$ cat config.mk
export PLATFORM = sky130hd
export DESIGN_NAME = btn_event_detector
export DESIGN_NICKNAME = d
export VERILOG_FILES = /design/src/rtl/btn_pkg.sv /design/src/rtl/btn_hold_timer.sv /design/src/rtl/btn_event_detector.sv
export SDC_FILE = /design/constraint.sdc
export NUM_CORES = 1
export LEC_CHECK = 0
export CAP_MARGIN = 0
export CORE_ASPECT_RATIO = 1.1
export CORE_MARGIN = 2
export CORE_UTILIZATION = 45
export CTS_BUF_LIST = sky130_fd_sc_hd__clkbuf_16
export CTS_CLUSTER_DIAMETER = 120
export DETAILED_ROUTE_END_ITERATION = 16
export DONT_BUFFER_PORTS = 1
export HOLD_SLACK_MARGIN = 0.15
export PLACE_DENSITY = 0.7
export SETUP_SLACK_MARGIN = 0.02
export SYNTH_ARGS = -nofsm -noshare
export SYNTH_HDL_FRONTEND = slang
export SYNTH_SLANG_ARGS = --single-unit
$ cat constraint.sdc
create_clock -name clk -period 3.15 [get_ports clk]
set_input_delay 0.4725 -clock clk [delete_from_list [all_inputs] [get_ports clk]]
set_output_delay 0.4725 -clock clk [all_outputs]
set_load 0.01 [all_outputs]
$ cat src/rtl/btn_pkg.sv
// Shared definitions for the button event detector slice.
//   btn_state_t        : FSM state encoding (ARM, IDLE, PRESSED, HELD)
//   BTN_LONG_CYCLES    : default hold duration that qualifies a long press
//   BTN_REPEAT_CYCLES  : default auto-repeat period while held
//   BTN_CNT_W          : default hold-timer width
package btn_pkg;

  typedef enum logic [1:0] {
    ARM     = 2'd0,
    IDLE    = 2'd1,
    PRESSED = 2'd2,
    HELD    = 2'd3
  } btn_state_t;

  localparam int BTN_LONG_CYCLES   = 25_000_000;
  localparam int BTN_REPEAT_CYCLES = 5_000_000;
  localparam int BTN_CNT_W         = 25;

endpackage

$ cat src/rtl/btn_hold_timer.sv
// Hold timer for the button event detector.
// Ports:
//   clk    in            system clock
//   rst    in            asynchronous active-high reset
//   clear  in            synchronous clear (wins over enable)
//   enable in            count up by one this cycle
//   limit  in  CNT_W     runtime terminal value
//   match  out           high while the count equals limit
module btn_hold_timer
  import btn_pkg::*;
#(
  parameter int CNT_W = BTN_CNT_W
) (
  input  logic             clk,
  input  logic             rst,
  input  logic             clear,
  input  logic             enable,
  input  logic [CNT_W-1:0] limit,
  output logic             match
);

  logic [CNT_W-1:0] count;

  always_ff @(posedge clk or posedge rst) begin
    if (rst) begin
      count <= '0;
    end else if (clear) begin
      count <= '0;
    end else if (enable) begin
      count <= count + CNT_W'(1);
    end
  end

  assign match = (count == limit);

endmodule

$ cat src/rtl/btn_event_detector.sv
// Button event detector: turns a debounced, clk-synchronous button level
// into single-cycle press/release/click/long/repeat pulses, a held level
// and a wrapping 8-bit press counter.
// Optional feature macro: BTN_AUTOREPEAT_EN enables repeat_pulse while held.
// Ports:
//   clk            in      system clock
//   rst            in      asynchronous active-high reset
//   btn_in         in      debounced button level, 1 = pressed
//   press_pulse    out     one cycle on press
//   release_pulse  out     one cycle on release
//   click_pulse    out     one cycle on release before the long threshold
//   long_pulse     out     one cycle when the hold reaches LONG_CYCLES
//   repeat_pulse   out     one cycle every REPEAT_CYCLES while held past long
//   held           out     level, high in PRESSED or HELD
//   press_count    out  8  presses since reset, wraps 255 -> 0
module btn_event_detector
  import btn_pkg::*;
#(
  parameter int LONG_CYCLES   = BTN_LONG_CYCLES,
  parameter int REPEAT_CYCLES = BTN_REPEAT_CYCLES,
  parameter int CNT_W         = BTN_CNT_W
) (
  input  logic       clk,
  input  logic       rst,
  input  logic       btn_in,
  output logic       press_pulse,
  output logic       release_pulse,
  output logic       click_pulse,
  output logic       long_pulse,
  output logic       repeat_pulse,
  output logic       held,
  output logic [7:0] press_count
);

  btn_state_t       state;
  logic             timer_clear;
  logic             timer_enable;
  logic             timer_match;
  logic [CNT_W-1:0] timer_limit;

  // The timer compares against the repeat period once in HELD and the long
  // threshold otherwise; the limit only matters while the timer is enabled.
  assign timer_limit = (state == HELD) ? CNT_W'(REPEAT_CYCLES - 1)
                                       : CNT_W'(LONG_CYCLES - 1);

  // Timer is held at zero outside a press, and is cleared on release or on
  // a threshold hit so the next interval starts from zero.
  always_comb begin
    timer_clear  = 1'b1;
    timer_enable = 1'b0;
    case (state)
      PRESSED: begin
        if (btn_in && !timer_match) begin
          timer_clear  = 1'b0;
          timer_enable = 1'b1;
        end
      end
      HELD: begin
`ifdef BTN_AUTOREPEAT_EN
        if (btn_in && !timer_match) begin
          timer_clear  = 1'b0;
          timer_enable = 1'b1;
        end
`else
        if (btn_in) begin
          timer_clear  = 1'b0;
        end
`endif
      end
      default: begin
      end
    endcase
  end

  btn_hold_timer #(
    .CNT_W(CNT_W)
  ) u_timer (
    .clk   (clk),
    .rst   (rst),
    .clear (timer_clear),
    .enable(timer_enable),
    .limit (timer_limit),
    .match (timer_match)
  );

  // Main FSM with registered outputs. Pulses default low each cycle; the
  // release branch is tested first so it beats a same-cycle threshold hit.
  always_ff @(posedge clk or posedge rst) begin
    if (rst) begin
      state         <= ARM;
      press_pulse   <= 1'b0;
      release_pulse <= 1'b0;
      click_pulse   <= 1'b0;
      long_pulse    <= 1'b0;
      repeat_pulse  <= 1'b0;
      held          <= 1'b0;
      press_count   <= 8'd0;
    end else begin
      press_pulse   <= 1'b0;
      release_pulse <= 1'b0;
      click_pulse   <= 1'b0;
      long_pulse    <= 1'b0;
      repeat_pulse  <= 1'b0;
      case (state)
        ARM: begin
          // A button held through reset must be released before it counts.
          if (!btn_in) begin
            state <= IDLE;
          end
        end
        IDLE: begin
          if (btn_in) begin
            state       <= PRESSED;
            press_pulse <= 1'b1;
            held        <= 1'b1;
            press_count <= press_count + 8'd1;
          end
        end
        PRESSED: begin
          if (!btn_in) begin
            state         <= IDLE;
            release_pulse <= 1'b1;
            click_pulse   <= 1'b1;
            held          <= 1'b0;
          end else if (timer_match) begin
            state      <= HELD;
            long_pulse <= 1'b1;
          end
        end
        HELD: begin
          if (!btn_in) begin
            state         <= IDLE;
            release_pulse <= 1'b1;
            held          <= 1'b0;
          end
`ifdef BTN_AUTOREPEAT_EN
          else if (timer_match) begin
            repeat_pulse <= 1'b1;
          end
`endif
        end
        default: begin
          state <= ARM;
        end
      endcase
    end
  end

endmodule

Word-level counts from Yosys, hierarchy flattened:

Cells that the tools add are included.

* equality and inequality tests: 8
* multiplexer cells: 23
* reduce and logical (&&, ||, !) cells: 10
* $add $sub $neg: 2

Operators with widths (number)
* two-way mux 25 bit: 3
* adder 25 x 1 -> 25 bit (second input constant): 1
* equality test 25 bit: 1
* two-way mux 1 bit: 13
* adder 8 x 1 -> 8 bit (second input constant): 1
* two-way mux 2 bit: 4
* != test 2 bit (second input constant): 3
* one-hot mux 2 bit (3 select lines): 1
* AND reduction 3 bit: 2
* equality test 2 bit (second input constant): 2
* one-hot mux 1 bit (2 select lines): 2
* nonzero test 2 bit: 2
* OR reduction 2 bit: 2
* != test 3 bit (second input constant): 1
* equality test 2 x 1 -> 1 bit (second input constant): 1
* logical NOT 2 bit: 1
* AND reduction 2 bit: 1
* logical AND 1 bit: 1
* logical NOT 1 bit: 1

* word-level logic and storage cells: 51
* input bits: 3
* register bits: 40

Longest topological paths before layout:

* word-level depth: 9
* gate-level depth with buffers: 9
* gate-level depth less buffers: 7

Hierarchy:

From an unflattened synthesis, not the netlist that was laid out.

* cell total of the unflattened synthesis: 245
* area, all modules: 2386.0 um^2

By module, submodules not included
* btn_hold_timer: times used 1, area each 1612.8 um^2, cells an instance 171
* btn_event_detector: times used 1, area each 773.2 um^2, cells an instance 74

Worst setup path before layout:

OpenSTA, ideal clock, no wires.

* path kind: reg2reg
* from: reg u_timer.count[15]
* to: reg u_timer.count[0]
* cell stages (with the launch flop): 7
* path slack: 1.213 ns
* arrival time: 1.812 ns
* path buffers: 2
* clock period less this slack: 1.937 ns
* path through: dfrtp_1 or4b_4 nor4_4 o211ai_2 buf_6 buf_6 mux2_2

* word-level cells in the longest chain between the ends: 6
* elaborated cells between the ends (all ways): 9
* those cells by class: eq/ne (1); mux (5); reduce/logical (3)

Ends and longest elaborated chain
* from (decl): line btn_hold_timer.sv:22 `logic [CNT_W-1:0] count;`
* from (signal assigned): line btn_hold_timer.sv:30 `count <= count + CNT_W'(1);`
* equality test 25 bit *: line btn_hold_timer.sv:34 `assign match = (count == limit);`
* logical NOT 1 bit *: line btn_event_detector.sv:53 `if (btn_in && !timer_match) begin`
* logical AND 1 bit *: line btn_event_detector.sv:53
* two-way mux 1 bit: line btn_event_detector.sv:53
* one-hot mux 1 bit (2 select lines) / two-way mux 1 bit (equally long branches): line btn_event_detector.sv:51 `case (state)`
* two-way mux 25 bit / nonzero test 2 bit (equally long branches)

Mark *: on every way between the ends. The rest lies on a longest branch, timed or not.
A chain may end at the register's enable or synchronous reset.

Final worst setup path:

* from: reg state[0]
* to: reg u_timer.count[21]

* word-level cells in the longest chain between the ends: 8
* elaborated cells between the ends (all ways): 12
* those cells by class: eq/ne (3); mux (6); reduce/logical (3)

Ends and longest elaborated chain
* from (decl): line btn_event_detector.sv:35 `btn_state_t state;`
* from (signal assigned): line btn_event_detector.sv:90 `state <= ARM;`
* from (signal assigned): line btn_event_detector.sv:108 `state <= IDLE;`
* from (signal assigned): line btn_event_detector.sv:113 `state <= PRESSED;`
* equality test 2 bit: line btn_event_detector.sv:43, btn_event_detector.sv:51
* two-way mux 25 bit: line btn_event_detector.sv:43 `assign timer_limit = (state == HELD) ? CNT_W'(REPEAT_CYCLES - 1)`
* equality test 25 bit: line btn_hold_timer.sv:34
* logical NOT 1 bit: line btn_event_detector.sv:53
* logical AND 1 bit: line btn_event_detector.sv:53
* two-way mux 1 bit: line btn_event_detector.sv:53
* one-hot mux 1 bit (2 select lines) / two-way mux 1 bit (equally long branches): line btn_event_detector.sv:51
* two-way mux 25 bit / nonzero test 2 bit (equally long branches)

Several ways; a longest one is shown, not always the timed one.

==> reports/metrics.yaml <==
synth_area_um2: 2270
place_congestion: 0.752
slowest_stage: "dfrtp_1"
clock_latency_ns: 0.28
setup_viol: 0
p_leak_nw: 0.995
synth_cell_type_count: 47
seq_area_frac_synth: 0.442
vdd_ir_drop_max_mv: 0.340
startpoint_type: "flip-flop"
cts_setup_buffers: 0
synth_top_area_share: 0.442
cts_tree: "yes"
ys_top_cells_by_area: "dfrtp_1 44%, nand2_1 5.1%, a31oi_1 4.7%"
power.total_w: 0.00160
reg2reg_setup_slack_ns: 0.99
area_growth_syn_to_layout_pct: 7.79
grt_max_degree: 40
p_switching_w: 0.000507
ioPinCount: 17
synth_edf_count: 0
async_flop_share: 1.00
numCtsBuffers: 5
dp_hpwl_um: 3220
wl_per_cell_um: 15.4
io_buffers: 0
internal-power_w: 0.00109
startpoint: "state[0]$_DFFE_PP0P_"
pwr-share-seq: 0.421
core_region_area_um2: 4930
cts_buffer_depth: 2
synth_seq_cells: 40
slowest_delay_ns: 0.40
period_share: 0.685
finalSetupTns_ns: 0
drc: 0
avgViaCountPerCell: 6.02
hold_viol: 0
synthFlopType: "dfrtp_1"
rr_startpoint: "state[0]$_DFFE_PP0P_"
cp.required_ns: 3.36
slew_violations: 0
synth_warnings: 0
critical_path_class: "reg2reg"
clk_pin_slew_ns: 0.05
pre_cts_ws_ns: 1.02
postSynthCellCount: 248
num-nets-final: 253
ctsHoldBuffers: 0
maxCapViolCount: 0
synth_most_common_cell: "dfrtp_1"
synth_nets: 257
totalWireLength_um: 4680
placed_cell_area_um2: 2280
cp_cell_sequence: "inv_1 > ha_1 > nand2_1 > o211ai_2 > buf_4 > or3b_1 > nand3_1"
antenna_found_initial: 0
num-fill-cells: 460
syn_avg_cell_area_um2: 9.14
ant_nets: 0
diodes: 0
grt-ovfl-total: 0
start_util: 0.459
fmaxAchievable_mhz: 464
drive_above_1_share: 0.0653
p_comb_frac: 0.229
crit_fanout: 39
grt_usage: 0.180
fin_area_um2: 2440
r2r-end: "u_timer.count[21]$_DFFE_PP0P_"
synth_common_cells: "40 x dfrtp_1, 31 x nand2_1, 17 x a31oi_1"
grt_first_pass_wirelength_um: 7960
worstMarginPinSlew_ns: 0.912
first_pass_iters: 4
dr_total_vias: 1824
rsz0062_at_grt: "false"
post_cts_resized: 0
die_w_um: 71.7
cts_root_buffer: "clkbuf_16"
cp_data_arrival_time_ns: 2.37
p_sw_frac: 0.318
holdCritPathClass: "in2reg"
drt_iter0_markers: 223
synth_top_area_cell: "dfrtp_1"
status: "completed"
dieArea_um2: 5620
slew-limit-headroom: 0.391
finClkSkew_ns: 0.00564
fin_crit_ns: 2.16
htreeDepth: 2
cts.sinks: 40
ff2ff_path_depth: 7
rows: 27
fin_ws_ns: 0.993
power_density_nw_per_um2: 653
endpoint: "u_timer.count[21]$_DFFE_PP0P_"
pwr-share-clk: 0.350
die_h_um: 78.4
cp-end-kind: "flip-flop"
grt_pass1_vias: 1717
==> power groups by stage <==
| stage | sequential, W | combinational [W] | clock [W] |
|---|---|---|---|
| after floorplan | 0.000665 | 0.000314 | 0 |
| after global placement | 0.000679 | 0.000350 | 0 |
| after detailed placement | 0.000682 | 0.000361 | 0 |
| after CTS | 0.000674 | 0.000365 | 0.000568 |
| after global routing | 0.000685 | 0.000417 | 0.000590 |
| final | 0.000672 | 0.000365 | 0.000558 |
==> state kept, by name (all words and copies together), names as in the netlist <==
register,flops
release_pulse,1
click_pulse,1
state,2
u_timer.count,25
long_pulse,1
held,1
press_pulse,1
press_count,8
==> routing by layer <==
metal	global-route usage	wire length [um]	up-vias
met3	0.0385	163	2
met1	0.229	2130	879
met2	0.289	2330	40
li1	-	-	903
met5	0	0	-
met4	0.0887	46	0
==> cells in the final DEF (no fill, tap or decap), types with 4 or more instances in the layout <==
cell,synthesis,routed
o21ai_0,12,12
a31oi_1,17,17
ha_1,6,6
clkbuf_16,0,5
nand2_1,31,31
nand3_1,14,14
nor3_1,5,5
nor2_1,14,14
a21oi_1,13,13
nand4_1,11,11
or3_1,4,4
xnor2_1,4,4
dfrtp_1,40,40
inv_1,11,11
==> stage by stage <==
| step | hold WS (ns) | cells | util |
|---|---|---|---|
| final | 0.255 | 303 | 0.495 |
| after global routing | 0.247 | 303 | 0.495 |
| after CTS | 0.249 | 303 | 0.495 |
| after detailed placement | 0.525 | 295 | 0.462 |
| after global placement | 0.517 | 295 | 0.462 |
| after floorplan | 0.487 | 248 | - |
==> how the worst min path moves through the flow <==
stage                                              from                       endpoint  slack, ns  cells past startpoint
after floorplan           u_timer.count[14]$_DFFE_PP0P_  u_timer.count[14]$_DFFE_PP0P_       0.49                      1
after global placement    u_timer.count[14]$_DFFE_PP0P_  u_timer.count[14]$_DFFE_PP0P_       0.52                      1
after detailed placement  u_timer.count[14]$_DFFE_PP0P_  u_timer.count[14]$_DFFE_PP0P_       0.53                      1
after CTS                                        btn_in          click_pulse$_DFF_PP0_       0.25                      1
after global routing                             btn_in        release_pulse$_DFF_PP0_       0.25                      1
final                                            btn_in          click_pulse$_DFF_PP0_       0.25                      1
==> critical path, delay by kind of cell, from the launching register on <==
kind            cells  cell delay [ns]
simple gates        3             0.65
flops               1             0.40
compound gates      1             0.19
buf+inv             2             0.46
fa+ha+maj           1             0.37
==> logic make-up after synthesis <==
logic type	count (synthesis)	share of synthesized area
AOI/OAI and AO/OA	62	0.174
DFF	40	0.442
xor gates and xnor gates	7	0.0271
and+or+nand+nor	104	0.254
buffers and inverters	25	0.0541
muxes	3	0.0144
adders and majority gates	6	0.0331
other	1	0.00165
==> area by class of cell <==
class / instances / area [um^2] / area share
Tap cell: 58 / 72.6 / 0.0297
Clock inverter: 3 / 37.5 / 0.0154
Multi-Input combinational cell: 183 / 1140 / 0.468
Sequential cell: 40 / 1000 / 0.410
Timing Repair Buffer: 3 / 22.5 / 0.00922
Inverter: 11 / 41.3 / 0.0169
Clock buffer: 5 / 125 / 0.0512
Note: power is estimated with default switching activity, not from simulation.
